<file path="config.mk">
export PLATFORM = sky130hd
export DESIGN_NAME = pipeline_hazard_controller_flat
export DESIGN_NICKNAME = d
export VERILOG_FILES = /design/src/rtl/pipeline_hazard_controller_if.sv /design/src/rtl/pipeline_hazard_controller.sv /design/src/flat_wrapper.sv
export SDC_FILE = /design/constraint.sdc
export NUM_CORES = 1
export LEC_CHECK = 0
export CORE_MARGIN = 2
export CORE_UTILIZATION = 42
export DETAILED_ROUTE_END_ITERATION = 16
export GPL_TIMING_DRIVEN = 0
export PLACE_DENSITY_LB_ADDON = 0.2
export SKIP_LAST_GASP = 1
export SLEW_MARGIN = 40
export SYNTH_ARGS = -nofsm -noshare
export SYNTH_HDL_FRONTEND = slang
export SYNTH_SLANG_ARGS = --single-unit
export TNS_END_PERCENT = 50
</file>
<file path="constraint.sdc">
create_clock -name clk -period 3.9 [get_ports clk]
set_clock_uncertainty 0.1 [all_clocks]
set_input_delay 0.39 -clock clk [delete_from_list [all_inputs] [get_ports clk]]
set_output_delay 0.39 -clock clk [all_outputs]
set_load 0.1 [all_outputs]
</file>
<file path="src/rtl/pipeline_hazard_controller_if.sv">
// ---------------------------------------------------------------------------
// pipeline_hazard_controller_if
//
// Bundles every pipeline-facing signal of the hazard controller so that the
// datapath and the controller can be wired together with a single port.
//
// Parameters:
//   CNT_W            width of the performance counters
//
// Signals (direction seen from the controller, modport slave):
//   id_rs1, id_rs2           in   source registers of the instruction in ID
//   id_uses_rs1, id_uses_rs2 in   ID instruction really reads rs1 / rs2
//   ex_rs1, ex_rs2           in   source registers of the instruction in EX
//   ex_rd                    in   destination register in EX
//   ex_mem_read              in   instruction in EX is a load
//   ex_branch_taken          in   branch/jump resolved taken in EX
//   mem_rd, mem_reg_write    in   destination / write enable in MEM
//   wb_rd, wb_reg_write      in   destination / write enable in WB
//   dmem_req, dmem_ready     in   data-memory handshake
//   forward_a, forward_b     out  ALU operand source selects
//   pc_write, if_id_write    out  front-end update enables
//   if_id_flush              out  IF/ID loads a NOP
//   id_ex_bubble             out  ID/EX loads a NOP
//   pipe_freeze              out  back-end registers hold
//   mem_wb_bubble            out  suppress WB write while frozen
//   mem_timeout              out  sticky memory-timeout flag
//   stall_cycles             out  stall cycle counter
//   flush_count              out  branch flush counter
// ---------------------------------------------------------------------------
interface pipeline_hazard_controller_if #(
    parameter int CNT_W = 32
);
    logic [4:0]       id_rs1;
    logic [4:0]       id_rs2;
    logic             id_uses_rs1;
    logic             id_uses_rs2;
    logic [4:0]       ex_rs1;
    logic [4:0]       ex_rs2;
    logic [4:0]       ex_rd;
    logic             ex_mem_read;
    logic             ex_branch_taken;
    logic [4:0]       mem_rd;
    logic             mem_reg_write;
    logic [4:0]       wb_rd;
    logic             wb_reg_write;
    logic             dmem_req;
    logic             dmem_ready;
    logic [1:0]       forward_a;
    logic [1:0]       forward_b;
    logic             pc_write;
    logic             if_id_write;
    logic             if_id_flush;
    logic             id_ex_bubble;
    logic             pipe_freeze;
    logic             mem_wb_bubble;
    logic             mem_timeout;
    logic [CNT_W-1:0] stall_cycles;
    logic [CNT_W-1:0] flush_count;

    // The controller consumes pipeline status and produces control.
    modport slave (
        input  id_rs1, id_rs2, id_uses_rs1, id_uses_rs2,
        input  ex_rs1, ex_rs2, ex_rd, ex_mem_read, ex_branch_taken,
        input  mem_rd, mem_reg_write, wb_rd, wb_reg_write,
        input  dmem_req, dmem_ready,
        output forward_a, forward_b, pc_write, if_id_write, if_id_flush,
        output id_ex_bubble, pipe_freeze, mem_wb_bubble, mem_timeout,
        output stall_cycles, flush_count
    );

    // The pipeline datapath reports status and obeys control.
    modport master (
        output id_rs1, id_rs2, id_uses_rs1, id_uses_rs2,
        output ex_rs1, ex_rs2, ex_rd, ex_mem_read, ex_branch_taken,
        output mem_rd, mem_reg_write, wb_rd, wb_reg_write,
        output dmem_req, dmem_ready,
        input  forward_a, forward_b, pc_write, if_id_write, if_id_flush,
        input  id_ex_bubble, pipe_freeze, mem_wb_bubble, mem_timeout,
        input  stall_cycles, flush_count
    );
endinterface

</file>
<file path="src/rtl/pipeline_hazard_controller.sv">
// ---------------------------------------------------------------------------
// pipeline_hazard_controller
//
// Central hazard and sequencing controller for the 5-stage RV32I pipeline:
// operand forwarding selects, load-use stalls, taken-branch flushes, a full
// pipeline freeze while a data-memory access is outstanding, a memory
// timeout watchdog and saturating performance counters.
//
// Parameters:
//   TIMEOUT_CYCLES   consecutive frozen cycles that raise mem_timeout
//   CNT_W            performance counter width
//
// Ports:
//   clk      pipeline clock
//   reset    asynchronous active-high reset
//   hz       pipeline_hazard_controller_if.slave, all status and control
// ---------------------------------------------------------------------------
module pipeline_hazard_controller #(
    parameter int TIMEOUT_CYCLES = 64,
    parameter int CNT_W          = 32
) (
    input  logic                          clk,
    input  logic                          reset,
    pipeline_hazard_controller_if.slave   hz
);

    localparam int                WAIT_W   = $clog2(TIMEOUT_CYCLES + 1);
    localparam logic [WAIT_W-1:0] WAIT_MAX = WAIT_W'(TIMEOUT_CYCLES);

    typedef enum logic {
        RUN,
        WAIT
    } state_t;

    state_t             state;
    state_t             state_next;
    logic [WAIT_W-1:0]  wait_cnt;
    logic [WAIT_W-1:0]  wait_next;

    logic               freeze;
    logic               load_use_hazard;
    logic               branch_flush;
    logic               lu_stall;
    logic               lu_done;
    logic               timeout_flag;
    logic [CNT_W-1:0]   stall_cnt;
    logic [CNT_W-1:0]   flush_cnt;

    // Forwarding source for one ALU operand. The youngest producer (EX/MEM)
    // wins over MEM/WB, and x0 is never forwarded because it reads as zero.
    function automatic logic [1:0] fwd_select(
        input logic [4:0] rs,
        input logic       mem_wr,
        input logic [4:0] mem_dst,
        input logic       wb_wr,
        input logic [4:0] wb_dst
    );
        logic [1:0] sel;
        sel = 2'b00;
        if (mem_wr && (mem_dst != 5'd0) && (mem_dst == rs)) begin
            sel = 2'b10;
        end else if (wb_wr && (wb_dst != 5'd0) && (wb_dst == rs)) begin
            sel = 2'b01;
        end
        return sel;
    endfunction

    // Event decoding with the priority freeze > branch > load-use. The
    // lu_done term keeps a load-use stall to exactly one bubble even if the
    // hazard inputs stay asserted in the following cycle.
    always_comb begin
        freeze          = hz.dmem_req && !hz.dmem_ready;
        load_use_hazard = hz.ex_mem_read && (hz.ex_rd != 5'd0) &&
                          ((hz.id_uses_rs1 && (hz.id_rs1 == hz.ex_rd)) ||
                           (hz.id_uses_rs2 && (hz.id_rs2 == hz.ex_rd)));
        branch_flush    = !freeze && hz.ex_branch_taken;
        lu_stall        = !freeze && !hz.ex_branch_taken &&
                          load_use_hazard && !lu_done;
    end

    // Pipeline control outputs. Everything here is combinational, so reset
    // forces the reset values directly to make them take effect without
    // waiting for a clock edge, even while a freeze is being requested.
    always_comb begin
        hz.forward_a     = fwd_select(hz.ex_rs1, hz.mem_reg_write, hz.mem_rd,
                                      hz.wb_reg_write, hz.wb_rd);
        hz.forward_b     = fwd_select(hz.ex_rs2, hz.mem_reg_write, hz.mem_rd,
                                      hz.wb_reg_write, hz.wb_rd);
        hz.pc_write      = !freeze && !lu_stall;
        hz.if_id_write   = !freeze && !lu_stall;
        hz.if_id_flush   = branch_flush;
        hz.id_ex_bubble  = branch_flush || lu_stall;
        hz.pipe_freeze   = freeze;
        hz.mem_wb_bubble = freeze;
        if (reset) begin
            hz.forward_a     = 2'b00;
            hz.forward_b     = 2'b00;
            hz.pc_write      = 1'b1;
            hz.if_id_write   = 1'b1;
            hz.if_id_flush   = 1'b0;
            hz.id_ex_bubble  = 1'b0;
            hz.pipe_freeze   = 1'b0;
            hz.mem_wb_bubble = 1'b0;
        end
    end

    // Memory-wait FSM next state. wait_cnt counts the frozen cycles seen so
    // far in the current freeze and saturates at TIMEOUT_CYCLES so it never
    // wraps back below the watchdog threshold.
    always_comb begin
        state_next = state;
        wait_next  = wait_cnt;
        case (state)
            RUN: begin
                if (freeze) begin
                    state_next = WAIT;
                    wait_next  = WAIT_W'(1);
                end
            end
            WAIT: begin
                if (!freeze) begin
                    state_next = RUN;
                    wait_next  = '0;
                end else if (wait_cnt != WAIT_MAX) begin
                    wait_next  = wait_cnt + WAIT_W'(1);
                end
            end
            default: begin
                state_next = RUN;
                wait_next  = '0;
            end
        endcase
    end

    // Memory-wait FSM registers and the sticky watchdog flag. The flag sets
    // one edge after the count reaches the threshold and only reset clears
    // it; the freeze itself keeps going for as long as memory holds off.
    always_ff @(posedge clk or posedge reset) begin
        if (reset) begin
            state        <= RUN;
            wait_cnt     <= '0;
            timeout_flag <= 1'b0;
        end else begin
            state    <= state_next;
            wait_cnt <= wait_next;
            if (wait_cnt == WAIT_MAX) begin
                timeout_flag <= 1'b1;
            end
        end
    end

    // One-cycle memory of a load-use stall so the same hazard cannot stall
    // twice in a row.
    always_ff @(posedge clk or posedge reset) begin
        if (reset) begin
            lu_done <= 1'b0;
        end else begin
            lu_done <= lu_stall;
        end
    end

    // Saturating performance counters: they stick at all-ones rather than
    // wrapping so a long run never reports a misleadingly small value.
    always_ff @(posedge clk or posedge reset) begin
        if (reset) begin
            stall_cnt <= '0;
            flush_cnt <= '0;
        end else begin
            if ((freeze || lu_stall) && (stall_cnt != '1)) begin
                stall_cnt <= stall_cnt + CNT_W'(1);
            end
            if (branch_flush && (flush_cnt != '1)) begin
                flush_cnt <= flush_cnt + CNT_W'(1);
            end
        end
    end

    assign hz.mem_timeout  = timeout_flag;
    assign hz.stall_cycles = stall_cnt;
    assign hz.flush_count  = flush_cnt;

endmodule

</file>
<file path="src/flat_wrapper.sv">
// flat-port wrapper written by rule: the top's interface ports become plain ports
module pipeline_hazard_controller_flat 
#(
    parameter int TIMEOUT_CYCLES = 64,
    parameter int CNT_W          = 32
)
  (clk, reset, hz_id_rs1, hz_id_rs2, hz_id_uses_rs1, hz_id_uses_rs2, hz_ex_rs1, hz_ex_rs2, hz_ex_rd, hz_ex_mem_read, hz_ex_branch_taken, hz_mem_rd, hz_mem_reg_write, hz_wb_rd, hz_wb_reg_write, hz_dmem_req, hz_dmem_ready, hz_forward_a, hz_forward_b, hz_pc_write, hz_if_id_write, hz_if_id_flush, hz_id_ex_bubble, hz_pipe_freeze, hz_mem_wb_bubble, hz_mem_timeout, hz_stall_cycles, hz_flush_count);
  pipeline_hazard_controller_if #(.CNT_W(CNT_W)) hz_i ();
  input  logic clk;
  input  logic reset;
  input wire logic [$bits(hz_i.id_rs1)-1:0] hz_id_rs1;
  input wire logic [$bits(hz_i.id_rs2)-1:0] hz_id_rs2;
  input wire logic [$bits(hz_i.id_uses_rs1)-1:0] hz_id_uses_rs1;
  input wire logic [$bits(hz_i.id_uses_rs2)-1:0] hz_id_uses_rs2;
  input wire logic [$bits(hz_i.ex_rs1)-1:0] hz_ex_rs1;
  input wire logic [$bits(hz_i.ex_rs2)-1:0] hz_ex_rs2;
  input wire logic [$bits(hz_i.ex_rd)-1:0] hz_ex_rd;
  input wire logic [$bits(hz_i.ex_mem_read)-1:0] hz_ex_mem_read;
  input wire logic [$bits(hz_i.ex_branch_taken)-1:0] hz_ex_branch_taken;
  input wire logic [$bits(hz_i.mem_rd)-1:0] hz_mem_rd;
  input wire logic [$bits(hz_i.mem_reg_write)-1:0] hz_mem_reg_write;
  input wire logic [$bits(hz_i.wb_rd)-1:0] hz_wb_rd;
  input wire logic [$bits(hz_i.wb_reg_write)-1:0] hz_wb_reg_write;
  input wire logic [$bits(hz_i.dmem_req)-1:0] hz_dmem_req;
  input wire logic [$bits(hz_i.dmem_ready)-1:0] hz_dmem_ready;
  output wire logic [$bits(hz_i.forward_a)-1:0] hz_forward_a;
  output wire logic [$bits(hz_i.forward_b)-1:0] hz_forward_b;
  output wire logic [$bits(hz_i.pc_write)-1:0] hz_pc_write;
  output wire logic [$bits(hz_i.if_id_write)-1:0] hz_if_id_write;
  output wire logic [$bits(hz_i.if_id_flush)-1:0] hz_if_id_flush;
  output wire logic [$bits(hz_i.id_ex_bubble)-1:0] hz_id_ex_bubble;
  output wire logic [$bits(hz_i.pipe_freeze)-1:0] hz_pipe_freeze;
  output wire logic [$bits(hz_i.mem_wb_bubble)-1:0] hz_mem_wb_bubble;
  output wire logic [$bits(hz_i.mem_timeout)-1:0] hz_mem_timeout;
  output wire logic [$bits(hz_i.stall_cycles)-1:0] hz_stall_cycles;
  output wire logic [$bits(hz_i.flush_count)-1:0] hz_flush_count;
  assign hz_i.id_rs1 = hz_id_rs1;
  assign hz_i.id_rs2 = hz_id_rs2;
  assign hz_i.id_uses_rs1 = hz_id_uses_rs1;
  assign hz_i.id_uses_rs2 = hz_id_uses_rs2;
  assign hz_i.ex_rs1 = hz_ex_rs1;
  assign hz_i.ex_rs2 = hz_ex_rs2;
  assign hz_i.ex_rd = hz_ex_rd;
  assign hz_i.ex_mem_read = hz_ex_mem_read;
  assign hz_i.ex_branch_taken = hz_ex_branch_taken;
  assign hz_i.mem_rd = hz_mem_rd;
  assign hz_i.mem_reg_write = hz_mem_reg_write;
  assign hz_i.wb_rd = hz_wb_rd;
  assign hz_i.wb_reg_write = hz_wb_reg_write;
  assign hz_i.dmem_req = hz_dmem_req;
  assign hz_i.dmem_ready = hz_dmem_ready;
  assign hz_forward_a = hz_i.forward_a;
  assign hz_forward_b = hz_i.forward_b;
  assign hz_pc_write = hz_i.pc_write;
  assign hz_if_id_write = hz_i.if_id_write;
  assign hz_if_id_flush = hz_i.if_id_flush;
  assign hz_id_ex_bubble = hz_i.id_ex_bubble;
  assign hz_pipe_freeze = hz_i.pipe_freeze;
  assign hz_mem_wb_bubble = hz_i.mem_wb_bubble;
  assign hz_mem_timeout = hz_i.mem_timeout;
  assign hz_stall_cycles = hz_i.stall_cycles;
  assign hz_flush_count = hz_i.flush_count;
  pipeline_hazard_controller #(.TIMEOUT_CYCLES(TIMEOUT_CYCLES), .CNT_W(CNT_W)) u_core (.clk(clk), .reset(reset), .hz(hz_i));
endmodule
</file>
==> impl_metrics.toml <==
[grt]
grt_use_total = 0.1909
grt_first_pass_wirelength_um = 15750
grt_antenna_before_repair = 0
grt_max_degree = 24
grt_remaining_overflow = 0
grt_pass1_vias = 3267

[critical_path]
timing.critical_path.buf_inv = 3
max_stage_delay_ns = 0.61
critical-path-slowest-cell = "or4_1"
required_ns = 3.41
endpoint_kind = "primary output"
category_of_cells_accounting_for_the_largest_share_of_critical_path_delay = "buffers and inverters"
crit_chain = "clkdlybuf4s50_1, clkinvlp_4, o211ai_1, or4_1, nor4_4, buf_2"
crit_arrival_ns = 2.78
path_max_fanout = 15
critPathKind = "input pin to primary output"
cp-start-kind = "input pin"

[power_and_ir_drop]
power.ir.vdd_worst_mv = 0.3753
power-per-cell-area_nw_per_um2 = 432.5
power.total_mw = 2.310
power.leakage_nw = 2.563

[clocking]
cts.htree.levels = 3
post_cts_setup_buffer_count = 0
post_cts.resized_instances = 0
tritoncts_clock_tree = "yes"
clk_pin_slew_ns = 0.07
buffer_type_at_the_clock_tree_root = "clkbuf_8"
clockBufferDepth = 2
clkSinkCount = 74
cts_made_buffers = 9
clkLatencyLatePin_ns = 0.34
holdBufCountCts = 0

[drt]
drt_antenna_net_count = 0
mean_routed_wirelength_per_cell_um = 14.76
route.detailed.vias_per_inst = 5.123
drcViolationCount = 0
routed-via-count = 3386
initialDrtViolationCount = 113
drt_first_pass_iters = 4
finalWirelength_um = 9755

[yosys]
post_synth_xor_area_fraction = 0.1967
synth_top_family_by_area = "simple AND/OR/NAND/NOR gates"
synth.yosys.warnings = 0
postSynthCellCount = 394
synth_compound_gate_area_share = 0.04322
postSynth.asyncResetShare = 1.000
synth_simple_gate_area_frac = 0.2563
synthAdderAreaFrac = 0.01235
synth_mux_area_frac = 0.008336
mean_post_synth_cell_area_sq_um = 10.29
number_of_flops_mapped_to_enable_cells_by_yosys = 0
post_synthesis_net_count = 443
mappedNetlistArea_sq_um = 4053
synth_seq_area_share = 0.4569
yosys_register_bits = 74
ys_flop_type = "dfrtp_1"
synthDistinctLibCells = 51

[timing]
final-setup-viol-count = 0
grt_setup_unrepaired = "no"
maxSlewHeadroom = 0.5961
final.min_clock_period_ns = 3.270
timing_hold_violations_final = 0
tightestPinTransition_ns = 0.6058
timing.final.max_slew_violations = 0
setup_tns_ns = 0
achievable-frequency_mhz = 305.9
fin_hold_ws_ns = 0.3601
final_min_period_over_clock_period = 0.8383

[die]
placeableCoreArea_sq_um = 9284
dieHeight_um = 102.2
initial_utilization = 0.4365
fp.dieW_um = 102.2
core.rowCount = 35
floorplan.io_pins = 120
floorplan.die_area_sq_um = 10450

[placement]
port-buffer-count = 119
dpl.hpwl_um = 7646
gp_congestion = 0.8792

[finish]
layout.nets = 576
nFillCells = 843
inserted_diodes = 0
area.growth.synth_to_final_pct = 31.77
final_layout_size_suffix_gt1_frac = 0.2199

[flow_run]
max-cap-violations = 0

[status]
run_status = "complete, no violations"

[worst_hold_path]
holdCritPathClass = "flip-flop to flip-flop"
==> synth_stat cells (all sizes together), types with 4 or more instances <==
cell | count | area [sq um]
and3 | 8 | 50.05
and4 | 9 | 81.33
buf | 4 | 50.04
dfrtp | 74 | 1852
ha | 4 | 50.05
inv | 14 | 52.55
nand2 | 31 | 116.4
nand3 | 31 | 167.7
nand4 | 16 | 127.6
nor2 | 29 | 108.9
nor3 | 16 | 90.09
nor4 | 14 | 115.1
o21ai | 12 | 60.06
or4 | 6 | 45.04
xnor2 | 48 | 420.4
xor2 | 43 | 376.6
==> kinds of logic (layout without fill, tap and decap cells) <==
kind of cell             count (synthesis)  count (layout)
AO/OA/AOI/OAI                           27              27
XOR/XNOR                                91              91
adder cells (fa/ha/maj)                  4               4
buffers and inverters                   19             157
flip-flops                              74              74
multiplexers                             3               3
AND/OR/NAND/NOR                        176             176
==> registers in the layout (all words and copies together) (netlist names) <==
register / flops
u_core.hz.flush_count: 32
u_core.state: 1
u_core.hz.stall_cycles: 32
u_core.wait_cnt: 7
u_core.hz.mem_timeout: 1
u_core.lu_done: 1
==> worst paths after layout <==
path / cells after the start / start / slack (ns) / endpoint
min: 1 / u_core.hz.mem_timeout$_DFFE_PP0N_ / 0.36 / u_core.hz.mem_timeout$_DFFE_PP0N_
max in group asynchronous: 4 / reset / 2.52 / u_core.hz.flush_count[27]$_DFFE_PP0P_
min in group asynchronous: 2 / reset / 0.55 / u_core.hz.flush_count[9]$_DFFE_PP0P_
max reg2reg: 7 / u_core.hz.stall_cycles[0]$_DFFE_PP0P_ / 1.54 / u_core.hz.stall_cycles[1]$_DFFE_PP0P_
max: 6 / reset / 0.63 / hz_forward_b[0]
min reg2reg: 1 / u_core.hz.mem_timeout$_DFFE_PP0N_ / 0.36 / u_core.hz.mem_timeout$_DFFE_PP0N_
==> stage by stage <==
step | util | cell area (sq um) | instances | setup slack, ns
2_1_floorplan | - | 4078 | 394 | -0.1755
3_3_place_gp | 0.5849 | 5430 | 642 | -1.001
3_5_place_dp | 0.5526 | 5130 | 645 | 0.5974
4_1_cts | 0.5752 | 5340 | 661 | 0.5802
5_1_grt | 0.5752 | 5340 | 661 | 0.4919
6_report | 0.5752 | 5340 | 661 | 0.6304
==> placed cells by master, fill, tap and decap left out, drive strengths merged, types with 13 or more instances in the layout <==
cell and instances:
buf 82, nand3 31, inv 13, nor2 29, xor2 43, dfrtp 74
nand2 31, clkdlybuf4s50 44, nor4 14, nand4 16, xnor2 48, nor3 16
==> power by group <==
group	leakage [nW]	switching, mW	total, mW	internal, mW
clock network	0.107	0.286	0.647	0.360
registers	0.971	0.0814	0.906	0.825
logic	1.48	0.584	0.757	0.173
total	2.56	0.952	2.31	1.36
==> metal layers <==
metal	wire length, um	track usage
met1	4334	0.2517
met3	609	0.04378
met2	4664	0.3133
met4	146	0.06154
met5	0	0
==> layout make-up <==
type	instances	area, sq um	share of cell area
Multi-Input combinational cell	301	2116	0.3962
Timing Repair Buffer	122	890.9	0.1668
Tap cell	129	161.4	0.03022
Clock buffer	11	131.4	0.02460
Sequential cell	74	1852	0.3468
Inverter	14	56.30	0.01054
Buffer	5	53.80	0.01007
Clock inverter	5	78.83	0.01476
Power figures use the tool's default switching activity.
